**src/rtl/memShare_config_pkg.sv**
```systemverilog
// memShare controller configuration shared with the message-pass datapath.
package memShare_config_pkg;

    localparam int unsigned MEMSHARE_DRC_NUM = 2;

endpackage

```
**src/rtl/msgPass_config_pkg.sv**
```systemverilog
// Message-pass buffer configuration: read scheduler defaults, state encoding and error bits.
package msgPass_config_pkg;

    localparam int unsigned MSGPASS_LEN_WIDTH = 6;
    localparam int unsigned MSGPASS_LAYER_NUM = 4;

    localparam int unsigned ERR_START_BUSY = 0;
    localparam int unsigned ERR_ZERO_LEN   = 1;
    localparam int unsigned ERR_WIDTH      = 2;

    typedef enum logic [1:0] {
        ST_IDLE  = 2'd0,
        ST_BEGIN = 2'd1,
        ST_READ  = 2'd2,
        ST_END   = 2'd3
    } msgpass_rd_sched_state_t;

endpackage

```
**src/rtl/layer_idx_cnt.sv**
```systemverilog
// Layer index within one decoding iteration: modulo-LAYER_NUM counter with wrap flag.
module layer_idx_cnt #(
    parameter int unsigned LAYER_NUM   = 4,
    parameter int unsigned LAYER_WIDTH = $clog2(LAYER_NUM)
) (
    input  logic                   sys_clk,
    input  logic                   rstn,
    input  logic                   inc_i,
    output logic [LAYER_WIDTH-1:0] idx_o,
    output logic                   wrap_o
);

    logic [LAYER_WIDTH-1:0] idx_q, idx_d;
    logic                   at_max;

    assign at_max = (idx_q == LAYER_WIDTH'(LAYER_NUM - 1));
    assign wrap_o = inc_i && at_max;
    assign idx_o  = idx_q;

    always_comb begin
        idx_d = idx_q;
        if (inc_i) begin
            idx_d = at_max ? '0 : idx_q + 1'b1;
        end
    end

    always_ff @(posedge sys_clk or negedge rstn) begin
        if (!rstn) begin
            idx_q <= '0;
        end else begin
            idx_q <= idx_d;
        end
    end

endmodule

```
**src/rtl/msgpass_rd_sched.sv**
```systemverilog
// Layer-level read scheduler: frames each layer's reads with begin/end pulses for the
// buffer read address generator and gates the memShare DRC select onto valid reads.
module msgpass_rd_sched
    import msgPass_config_pkg::*;
#(
    parameter int unsigned LEN_WIDTH   = MSGPASS_LEN_WIDTH,
    parameter int unsigned LAYER_NUM   = MSGPASS_LAYER_NUM,
    parameter int unsigned LAYER_WIDTH = $clog2(LAYER_NUM),
    parameter int unsigned DRC_NUM     = memShare_config_pkg::MEMSHARE_DRC_NUM
) (
    input  logic                   sys_clk,
    input  logic                   rstn,
    input  logic                   layer_start_i,
    input  logic [LEN_WIDTH-1:0]   layer_len_i,
    input  logic [DRC_NUM-1:0]     drc_i,
    input  logic                   abort_i,
    input  logic                   err_clr_i,
    output logic                   buffer_read_begin_o,
    output logic                   buffer_read_end_o,
    output logic [DRC_NUM-1:0]     is_drc_o,
    output logic                   rd_valid_o,
    output logic [LEN_WIDTH-1:0]   rd_idx_o,
    output logic [LAYER_WIDTH-1:0] layer_idx_o,
    output logic                   busy_o,
    output logic                   layer_done_o,
    output logic                   iter_done_o,
    output logic                   aborted_o,
    output logic [1:0]             err_o
);

    msgpass_rd_sched_state_t state_q, state_d;

    logic [LEN_WIDTH-1:0] len_q, len_d;
    logic [LEN_WIDTH-1:0] rd_cnt_q, rd_cnt_d;
    logic                 abort_q, abort_d;
    logic [ERR_WIDTH-1:0] err_q, err_d, err_set;
    logic                 start_ok;
    logic                 layer_inc;
    logic                 layer_wrap;

    assign start_ok = layer_start_i && (layer_len_i != '0);

    always_ff @(posedge sys_clk or negedge rstn) begin
        if (!rstn) begin
            state_q  <= ST_IDLE;
            len_q    <= '0;
            rd_cnt_q <= '0;
            abort_q  <= 1'b0;
            err_q    <= '0;
        end else begin
            state_q  <= state_d;
            len_q    <= len_d;
            rd_cnt_q <= rd_cnt_d;
            abort_q  <= abort_d;
            err_q    <= err_d;
        end
    end

    always_comb begin
        state_d  = state_q;
        len_d    = len_q;
        rd_cnt_d = rd_cnt_q;
        abort_d  = abort_q;
        err_set  = '0;
        unique case (state_q)
            // END accepts a new start exactly like IDLE, giving back-to-back layers.
            ST_IDLE, ST_END: begin
                state_d = ST_IDLE;
                if (start_ok) begin
                    len_d    = layer_len_i;
                    rd_cnt_d = '0;
                    abort_d  = 1'b0;
                    state_d  = ST_BEGIN;
                end else if (layer_start_i) begin
                    err_set[ERR_ZERO_LEN] = 1'b1;
                end
            end
            ST_BEGIN: begin
                if (layer_start_i) begin
                    err_set[ERR_START_BUSY] = 1'b1;
                end
                if (abort_i) begin
                    abort_d = 1'b1;
                    state_d = ST_END;
                end else if (len_q > LEN_WIDTH'(1)) begin
                    rd_cnt_d = rd_cnt_q + 1'b1;
                    state_d  = ST_READ;
                end else begin
                    state_d = ST_END;
                end
            end
            ST_READ: begin
                if (layer_start_i) begin
                    err_set[ERR_START_BUSY] = 1'b1;
                end
                if (abort_i) begin
                    abort_d = 1'b1;
                    state_d = ST_END;
                end else if (rd_cnt_q == len_q - 1'b1) begin
                    state_d = ST_END;
                end else begin
                    rd_cnt_d = rd_cnt_q + 1'b1;
                end
            end
            default: state_d = ST_IDLE;
        endcase
        err_d = (err_clr_i ? '0 : err_q) | err_set;
    end

    always_comb begin
        buffer_read_begin_o = (state_q == ST_BEGIN);
        buffer_read_end_o   = (state_q == ST_END);
        rd_valid_o          = (state_q == ST_BEGIN) || (state_q == ST_READ);
        busy_o              = (state_q != ST_IDLE);
        layer_done_o        = (state_q == ST_END) && !abort_q;
        aborted_o           = (state_q == ST_END) && abort_q;
        rd_idx_o            = rd_valid_o ? rd_cnt_q : '0;
        is_drc_o            = rd_valid_o ? drc_i : '0;
        err_o               = err_q;
    end

    assign layer_inc   = layer_done_o;
    assign iter_done_o = layer_wrap;

    layer_idx_cnt #(
        .LAYER_NUM   (LAYER_NUM),
        .LAYER_WIDTH (LAYER_WIDTH)
    ) u_layer_idx_cnt (
        .sys_clk (sys_clk),
        .rstn    (rstn),
        .inc_i   (layer_inc),
        .idx_o   (layer_idx_o),
        .wrap_o  (layer_wrap)
    );

endmodule

```
**config.mk**
```make
export PLATFORM = sky130hd
export DESIGN_NAME = msgpass_rd_sched
export DESIGN_NICKNAME = d
export VERILOG_FILES = /design/src/rtl/memShare_config_pkg.sv /design/src/rtl/msgPass_config_pkg.sv /design/src/rtl/layer_idx_cnt.sv /design/src/rtl/msgpass_rd_sched.sv
export SDC_FILE = /design/constraint.sdc
export NUM_CORES = 1
export LEC_CHECK = 0
export CAP_MARGIN = 10
export CORE_MARGIN = 4
export CORE_UTILIZATION = 30
export DETAILED_ROUTE_END_ITERATION = 10
export DONT_BUFFER_PORTS = 1
export SYNTH_ARGS = -nofsm -noshare
export SYNTH_HDL_FRONTEND = slang
export SYNTH_SLANG_ARGS = --single-unit
```
**constraint.sdc**
```tcl
create_clock -name sys_clk -period 2.8 [get_ports sys_clk]
set_input_delay 0.14 -clock sys_clk [delete_from_list [all_inputs] [get_ports sys_clk]]
set_output_delay 0.14 -clock sys_clk [all_outputs]
set_load 0.01 [all_outputs]
```
==> results.cfg, run 1 <==
[outcome]
outcome = finished clean

[logic_synthesis]
netlist.area_leader.share = 0.393
ys_warn_count = 0
synth_edf_count = 0
synth_area_per_cell_um2 = 9.68
async_flop_share = 1.00
syn_area_mm2 = 0.00121
synth_common_cells = 19 x dfrtp_1, 13 x inv_1, 10 x nand2_1
syn-num-nets = 146
ys_seq_area_frac = 0.393
yosysMostFrequentCell = dfrtp_1
ys_ff_latch = 19
syn_inst = 125
yosys.area.top_type = dfrtp_1
synthFlopType = dfrtp_1
synth.area.top_cells = dfrtp_1 39%, ha_1 8.3%, mux2_2 5.6%, inv_1 4.0%, and2_1 3.6%
yosys.cell_types.count = 36

[sta]
hold_slack_ns = 0.00864
slew_viol_final = 0
period_share = 0.776
worstMarginPinSlew_ns = 0.886
fin_skew_ns = 0.00240
setup-violations-final = 0
max_freq_mhz = 460
rsz0062_at_grt = no
period_minus_slack_ns = 2.17
slew_headroom = 0.407
setup_tns_ns = 0
finalHoldViolCount = 0

[clocking]
cts_buffers = 3
clk_root_buffer_cell = clkbuf_8
cts_hold_buf = 3
tritoncts = yes
cts-resized-gates = 0
clkLatencyLatePin_ns = 0.26
clk_pin_slew_ns = 0.08
clockBufferDepth = 2
clock_sinks = 19
postCtsSetupRepairBufs = 0
htreeDepth = 1

[critical_path]
critPathRequiredTime_ns = 2.96
crit_chain = inv_1 -> ha_1 -> and3b_2 -> o21ai_1 -> a31oi_1 -> a221oi_4 -> o21ai_0 -> o2bb2ai_1
critPathLaunchType = flip-flop
worstRegToRegCells = 8
endpoint_kind = flip-flop
criticalPathCategory = reg -> reg
path_max_fanout = 8
critPathMaxStageDelay_ns = 0.49
crit_path_top_delay_cell = a221oi_4
cp_data_arrival_time_ns = 2.33

[detailed_routing]
routed_wl_mm = 2.78
via_per_inst = 5.19
drt_pass1_iterations = 4
postRouteAntennaNets = 0
drt-wirelength-per-cell_um = 15.4
drc = 0
vias = 935
drt_iter0_drc = 48

[global_route]
overflow = 0
grt_pass1_wl_mm = 4.65
grt_use_met1 = 0.139
grt_usage = 0.113
grt_max_degree = 20
use_met3 = 0.0421
grt_pass1_vias = 1008
grt_busiest_layer = met2
antenna_found_initial = 0
met2_usage = 0.191

[floorplan]
start_util = 0.321
die_y_um = 71.5
rows = 22
num_io_pins = 32
die_width_um = 71.5
dieArea_mm2 = 0.00511
coreArea_mm2 = 0.00377

[placement]
port-buffer-count = 0
gp_congestion = 0.783
dp.final_hpwl_mm = 2.17
placed_cells = 173
placed_area_mm2 = 0.00127

[cells_and_area]
fillers = 382
antenna_cells = 0
drive_gt1_frac = 0.129
layoutNonFillerInstCount = 180
area_delta_synth_final_pct = 11.5
design_area_mm2 = 0.00135
final_net_count = 154

[power]
p_per_area_mw_per_mm2 = 1240
peakVddDrop_mv = 0.481
total_power_w = 0.00167
cellLeakagePower_nw = 0.590

[min_path]
hold_depth = 2
hold_class = in -> reg

[flow_run]
max-cap-violations = 0
[final timing paths]
kind                                    startpoint  slack (ns)                      end
min in group asynchronous                     rstn        0.44   state_q[1]$_DFFE_PN0P_
max in group asynchronous                     rstn        1.82   state_q[0]$_DFFE_PN0P_
max                           len_q[0]$_DFFE_PN0P_        0.63  rd_cnt_q[2]$_DFFE_PN0P_
min                                 layer_len_i[1]       0.009     len_q[1]$_DFFE_PN0P_
max reg2reg                   len_q[0]$_DFFE_PN0P_        0.63  rd_cnt_q[2]$_DFFE_PN0P_
min reg2reg                rd_cnt_q[4]$_DFFE_PN0P_        0.52  rd_cnt_q[4]$_DFFE_PN0P_
[area by class of cell]
type / count / area [um2] / share of cell area
Sequential cell: 19 / 475 / 0.353
Clock buffer: 3 / 41.3 / 0.0306
Timing Repair Buffer: 4 / 37.5 / 0.0278
Multi-Input combinational cell: 91 / 677 / 0.502
Tap cell: 48 / 60.1 / 0.0445
Inverter: 14 / 52.6 / 0.0390
Clock inverter: 1 / 5.00 / 0.00371
[placed cells by master (no fill, tap or decap), types with 2 or more instances in the layout]
master	Yosys	layout
xor2_1	3	3
inv_1	13	13
mux2_2	6	6
a21oi_1	2	2
nor3_1	3	3
nor2_1	7	7
a31oi_1	2	2
nand2_1	10	10
clkbuf_8	0	3
nand3_1	4	4
dlygate4sd3_1	0	3
o22ai_1	2	2
xnor2_1	3	3
o31ai_1	2	2
nor2b_1	3	3
dfrtp_1	19	19
a21o_2	2	2
or3_1	2	2
mux2i_1	3	3
o21ai_0	5	5
and2_1	7	7
ha_1	8	8
o2bb2ai_1	2	2
a211oi_1	3	3
[power breakdown]
group / switching, W / leakage, nW / total, W / internal [W]
clock: 0.000101 / 0.0255 / 0.000200 / 0.0000992
combinational: 0.000545 / 0.327 / 0.000929 / 0.000383
sequential: 0.000151 / 0.237 / 0.000543 / 0.000392
[state kept, by name (all words and copies together) (netlist names)]
register	cells
len_q	6
rd_cnt_q	6
err_o	2
state_q	2
u_layer_idx_cnt.idx_o	2
abort_q	1
[through the flow]
step            util  worst slack, ns
2_1_floorplan      -            0.821
3_3_place_gp   0.337            0.662
3_5_place_dp   0.337            0.619
4_1_cts        0.358            0.611
5_1_grt        0.358            0.416
6_report       0.358            0.627
[cell families (layout without fill, tap and decap cells)]
logic type      Yosys count  count (layout)  synth area share
xor+xnor                  6               6            0.0434
buf+inv                  15              22            0.0476
compound gates           28              28             0.181
mux                       9               9            0.0807
fa+ha+maj                 8               8            0.0827
flops                    19              19             0.393
simple gates             40              40             0.172
[routing by layer]
layer | routed length [um] | part of all wire | vias up
met3 | 206 | 0.074 | 0
met1 | 1200 | 0.43 | 459
met2 | 1360 | 0.49 | 27
li1 | - | - | 449
met4 | 0 | 0 | 0
met5 | 0 | 0 | -
[worst max-delay path, delay by kind of cell, from the launching register on]
kind / cells / cell delay [ns]
buffers and inverters: 1 / 0.09
AND/OR/NAND/NOR: 1 / 0.21
flip-flops: 1 / 0.43
adder cells (fa/ha/maj): 1 / 0.25
AO/OA/AOI/OAI: 5 / 1.08
Power figures use the tool's default switching activity.
==> run 2: changes to the inputs <==
==> constraint.sdc (replaced) <==
create_clock -name sys_clk -period 2.1 [get_ports sys_clk]
set_input_delay 0.105 -clock sys_clk [delete_from_list [all_inputs] [get_ports sys_clk]]
set_output_delay 0.105 -clock sys_clk [all_outputs]
set_load 0.01 [all_outputs]
==> run 2 against run 1 <==
Net effect:
- clock-buffer cell count rose by 1
- non-clock buffer count up 11
- die area unchanged
- sequential cell count is the same
- hold slack improved by 0.010 ns
- critical path type unchanged
- final area rose by 11%
- global-route usage up 0.56 points
- highest routed layer is now met4
- via count increased by 3.5%
- wire length increased by 5.5%
==> results.cfg, run 2 (synthesis results as in run 1) <==
[clocking]
tritoncts = yes
clock_sinks = 19
clk_pin_slew_ns = 0.07
clkLatencyLatePin_ns = 0.26
htreeDepth = 1
clk_root_buffer_cell = clkbuf_8
clockBufferDepth = 2
cts_buffers = 3

[sta]
slew_headroom = 0.396
hold_slack_ns = 0.0186
setup-violations-final = 0
max_freq_mhz = 502
slew_viol_final = 0
period_share = 0.949
fin_skew_ns = 0.00196
period_minus_slack_ns = 1.99
finalWorstSetupSlack_ns = 0.107
finalHoldViolCount = 0
worstMarginPinSlew_ns = 0.903

[detailed_routing]
drc = 0
routed_wl_mm = 2.93
drt_iter0_drc = 22
vias = 968
postRouteAntennaNets = 0
drt_pass1_iterations = 4
drt-wirelength-per-cell_um = 15.3
via_per_inst = 5.07

[floorplan]
dieArea_mm2 = 0.00511
rows = 22
coreArea_mm2 = 0.00377
num_io_pins = 32
die_width_um = 71.5
start_util = 0.321
die_y_um = 71.5

[cells_and_area]
design_area_mm2 = 0.00150
layoutNonFillerInstCount = 191
area_delta_synth_final_pct = 24.1
reg_top3 = len_q (6), rd_cnt_q (6)
final_common_cell = dfrtp_1
final_cell_mix = 19 x dfrtp_1, 13 x inv_1, 10 x nand2_1
fillers = 383
antenna_cells = 0
final_net_count = 165
drive_gt1_frac = 0.189

[power]
p_per_area_mw_per_mm2 = 1640
cellLeakagePower_nw = 0.650
peakVddDrop_mv = 0.563

[placement]
port-buffer-count = 0
gp_congestion = 0.825
placed_area_mm2 = 0.00129
dp.final_hpwl_mm = 2.20
placed_cells = 176
place_ws_ns = -0.0290

[critical_path]
worstReg2RegEnd = rd_cnt_q[4]$_DFFE_PN0P_
path_max_fanout = 8
reg2reg_from = len_q[2]$_DFFE_PN0P_
critPathRequiredTime_ns = 2.27
cp_data_arrival_time_ns = 2.16
worstRegToRegCells = 7
endpoint_kind = flip-flop
rrSetupSlack_ns = 0.11
startpoint = len_q[2]$_DFFE_PN0P_
criticalPathCategory = reg -> reg
critPathLaunchType = flip-flop

[min_path]
hold_class = in -> reg
hold_depth = 2
hp-start = layer_start_i
worstHoldEndpoint = err_o[1]$_DFF_PN0_

[global_route]
grt_max_degree = 20
grt_pass1_vias = 1060
grt_usage = 0.118
antenna_found_initial = 0
grt_pass1_wl_mm = 4.92
overflow = 0

[flow_run]
max-cap-violations = 0

[outcome]
outcome = finished clean
## run 2: worst max path at each step
stage,end,slack [ns]
final,rd_cnt_q[4]$_DFFE_PN0P_,0.11
after global routing,rd_cnt_q[4]$_DFFE_PN0P_,-0.01
after floorplan,state_q[0]$_DFFE_PN0P_,0.12
after global placement,rd_cnt_q[2]$_DFFE_PN0P_,0.12
after CTS,rd_cnt_q[3]$_DFFE_PN0P_,0.01
after detailed placement,state_q[0]$_DFFE_PN0P_,-0.03
## run 2: report_power, final
part | internal (W) | switching, W | leakage (nW)
clock network | 0.000135 | 0.000120 | 0.0228
logic | 0.000664 | 0.000826 | 0.390
registers | 0.000523 | 0.000198 | 0.237
## run 2: critical path, stage by stage (launching register included)
cell and delay (ns):
dfrtp_1 0.48, nor3_2 0.25, nand3_1 0.18, a2111oi_4 0.46
a221oi_4 0.12, buf_12 0.15, a21o_2 0.21, o31ai_2 0.05
## run 2: final cells by class
| type | count | area, um2 | share of cell area |
|---|---|---|---|
| Multi-Input combinational cell | 91 | 721 | 0.480 |
| Clock buffer | 4 | 45.0 | 0.0300 |
| Sequential cell | 19 | 475 | 0.317 |
| Timing Repair Buffer | 15 | 148 | 0.0983 |
| Inverter | 14 | 52.6 | 0.0350 |
| Tap cell | 48 | 60.1 | 0.0400 |
## run 2: repair_timing
item / CTS / global route
endpoints found under the hold margin: 27 / 0
resized for setup: 1 / 6
pin swaps: 1 / 3
endpoints found under the setup margin: 2 / 7
buffers inserted: 1 / 1
hold buffers: 9 / 0
## run 2: layer usage
metal	global-route usage	vias to the layer above	part of all wire
met5	0	-	0
met1	0.148	470	0.44
met3	0.0407	2	0.062
li1	-	471	-
met2	0.200	25	0.50
met4	0.0188	0	0.0027
## run 2: stage by stage
step	setup TNS (ns)	utilization	power (W)
2_1_floorplan	0	-	0.00167
3_5_place_dp	-0.0290	0.343	0.00202
4_1_cts	0	0.383	0.00235
6_report	0	0.398	0.00247
5_1_grt	-0.0186	0.398	0.00268
3_3_place_gp	0	0.343	0.00195
==> run 3: changes to the inputs <==
--- a/config.mk
+++ b/config.mk
@@ -10,6 +10,8 @@
 export CORE_UTILIZATION = 30
 export DETAILED_ROUTE_END_ITERATION = 10
 export DONT_BUFFER_PORTS = 1
+export RECOVER_POWER = 50
+export REMOVE_ABC_BUFFERS = 1
 export SYNTH_ARGS = -nofsm -noshare
 export SYNTH_HDL_FRONTEND = slang
 export SYNTH_SLANG_ARGS = --single-unit
==> constraint.sdc (replaced) <==
create_clock -name sys_clk -period 1.7 [get_ports sys_clk]
set_input_delay 0.085 -clock sys_clk [delete_from_list [all_inputs] [get_ports sys_clk]]
set_output_delay 0.085 -clock sys_clk [all_outputs]
set_load 0.01 [all_outputs]
==> run 3 against run 2 <==
Net effect:
- the run now ends with negative setup slack left
- wire length rose by 11%
- final cell count is 14% higher
- critical path type unchanged
- die area stayed put
- fmax rose by 0.53%
- sequential power is 16% higher
- clock power is 24% higher
==> results.cfg, run 3 (synthesis results as in run 1) <==
[outcome]
outcome = finished with violations
violations = negative setup slack

[placement]
placed_cells = 198
port-buffer-count = 0
placed_area_mm2 = 0.00146
gp_congestion = 0.830
dp.final_hpwl_mm = 2.24

[power]
cellLeakagePower_nw = 0.810
total_power_w = 0.00392
peakVddDrop_mv = 0.768
p_per_area_mw_per_mm2 = 2110

[cells_and_area]
fillers = 344
reg_top3 = len_q (6), rd_cnt_q (6)
drive_gt1_frac = 0.406
layoutNonFillerInstCount = 218
design_area_mm2 = 0.00186
antenna_cells = 0
area_delta_synth_final_pct = 53.7
final_net_count = 192
final_cell_mix = 28 x buf_4, 19 x dfrtp_1, 11 x dlygate4sd3_1
final_common_cell = buf_4

[sta]
finalWorstSetupSlack_ns = -0.283
slew_viol_final = 0
rsz0062_at_grt = yes
slew_headroom = 0.417
finalHoldViolCount = 0
fin_skew_ns = 0.00413
worstMarginPinSlew_ns = 0.872
period_share = 1.17
setup-violations-final = 8
max_freq_mhz = 504
period_minus_slack_ns = 1.98

[detailed_routing]
vias = 1074
postRouteAntennaNets = 0
drt_iter0_drc = 45
routed_wl_mm = 3.24
drc = 0
drt-wirelength-per-cell_um = 14.8
drt_pass1_iterations = 4
via_per_inst = 4.93

[floorplan]
die_y_um = 71.5
start_util = 0.321
die_width_um = 71.5
rows = 22
num_io_pins = 32
dieArea_mm2 = 0.00511
coreArea_mm2 = 0.00377

[critical_path]
path_max_fanout = 7
criticalPathCategory = reg -> reg
critPathLaunchType = flip-flop
endpoint_kind = flip-flop
critPathRequiredTime_ns = 1.85
cp_data_arrival_time_ns = 2.13

[clocking]
clk_pin_slew_ns = 0.07
clk_root_buffer_cell = clkbuf_8
clock_sinks = 19
htreeDepth = 1
clockBufferDepth = 2
tritoncts = yes
cts_buffers = 3
clkLatencyLatePin_ns = 0.26

[global_route]
grt_pass1_wl_mm = 5.40
grt_usage = 0.130
overflow = 0
grt_max_degree = 20
grt_pass1_vias = 1180
antenna_found_initial = 0

[flow_run]
max-cap-violations = 0

[min_path]
hold_class = in -> reg
run 3: report_power, final:
| group | internal (W) | switching [W] |
|---|---|---|
| clock | 0.000167 | 0.000149 |
| sequential | 0.000646 | 0.000192 |
| combinational | 0.00134 | 0.00143 |
run 3: layout make-up:
class / count / area [um2] / area share
Multi-Input combinational cell: 91 / 868 / 0.467
Tap cell: 48 / 60.1 / 0.0323
Timing Repair Buffer: 42 / 358 / 0.192
Inverter: 14 / 52.6 / 0.0283
Clock buffer: 4 / 45.0 / 0.0242
Sequential cell: 19 / 475 / 0.256
run 3: repair_timing:
item                       4_1_cts  5_1_grt
setup endpoints to repair        8       21
pin swaps                        6        3
hold endpoints to repair        27        1
hold buffers                    10        1
resized for setup               24       17
setup buffers                    6        1
run 3: stage by stage:
| step | setup TNS [ns] | util | hold slack, ns | setup WS, ns |
|---|---|---|---|---|
| final | -1.88 | 0.493 | 0.0255 | -0.283 |
| after detailed placement | -2.82 | 0.387 | -0.210 | -0.411 |
| after CTS | -1.80 | 0.464 | 0.00204 | -0.273 |
| after global placement | -2.31 | 0.387 | -0.210 | -0.334 |
| after global routing | -2.87 | 0.493 | 0.0305 | -0.371 |
| after floorplan | -3.63 | - | -0.211 | -0.365 |
run 3: worst max-delay path: stages (launching register included):
cell and delay (ns):
dfrtp_1 0.39, inv_2 0.07, ha_4 0.18, buf_6 0.11, and3b_2 0.19, o21ai_2 0.15
a31oi_4 0.12, a221oi_4 0.24, buf_6 0.18, mux2i_1 0.18, nand2_1 0.07
run 3: path summary, 6_finish.rpt:
check                                        start                      end  slack (ns)  cells past startpoint
max                           len_q[0]$_DFFE_PN0P_  rd_cnt_q[5]$_DFFE_PN0P_       -0.28                     10
min                                 layer_len_i[4]       err_o[1]$_DFF_PN0_        0.03                      3
max reg2reg                   len_q[0]$_DFFE_PN0P_  rd_cnt_q[5]$_DFFE_PN0P_       -0.28                     10
min reg2reg                rd_cnt_q[4]$_DFFE_PN0P_  rd_cnt_q[4]$_DFFE_PN0P_        0.55                      1
max in group asynchronous                     rstn  rd_cnt_q[3]$_DFFE_PN0P_        0.77                      1
min in group asynchronous                     rstn       err_o[1]$_DFF_PN0_        0.39                      1
run 3: routing by layer:
layer / vias to the layer above / global-route usage / share of wire / wire [um]
li1: 528 / - / - / -
met1: 511 / 0.146 / 0.42 / 1360
met2: 35 / 0.242 / 0.51 / 1660
met3: 0 / 0.0449 / 0.067 / 216
met4: 0 / 0.0188 / 0 / 0
met5: - / 0 / 0 / 0
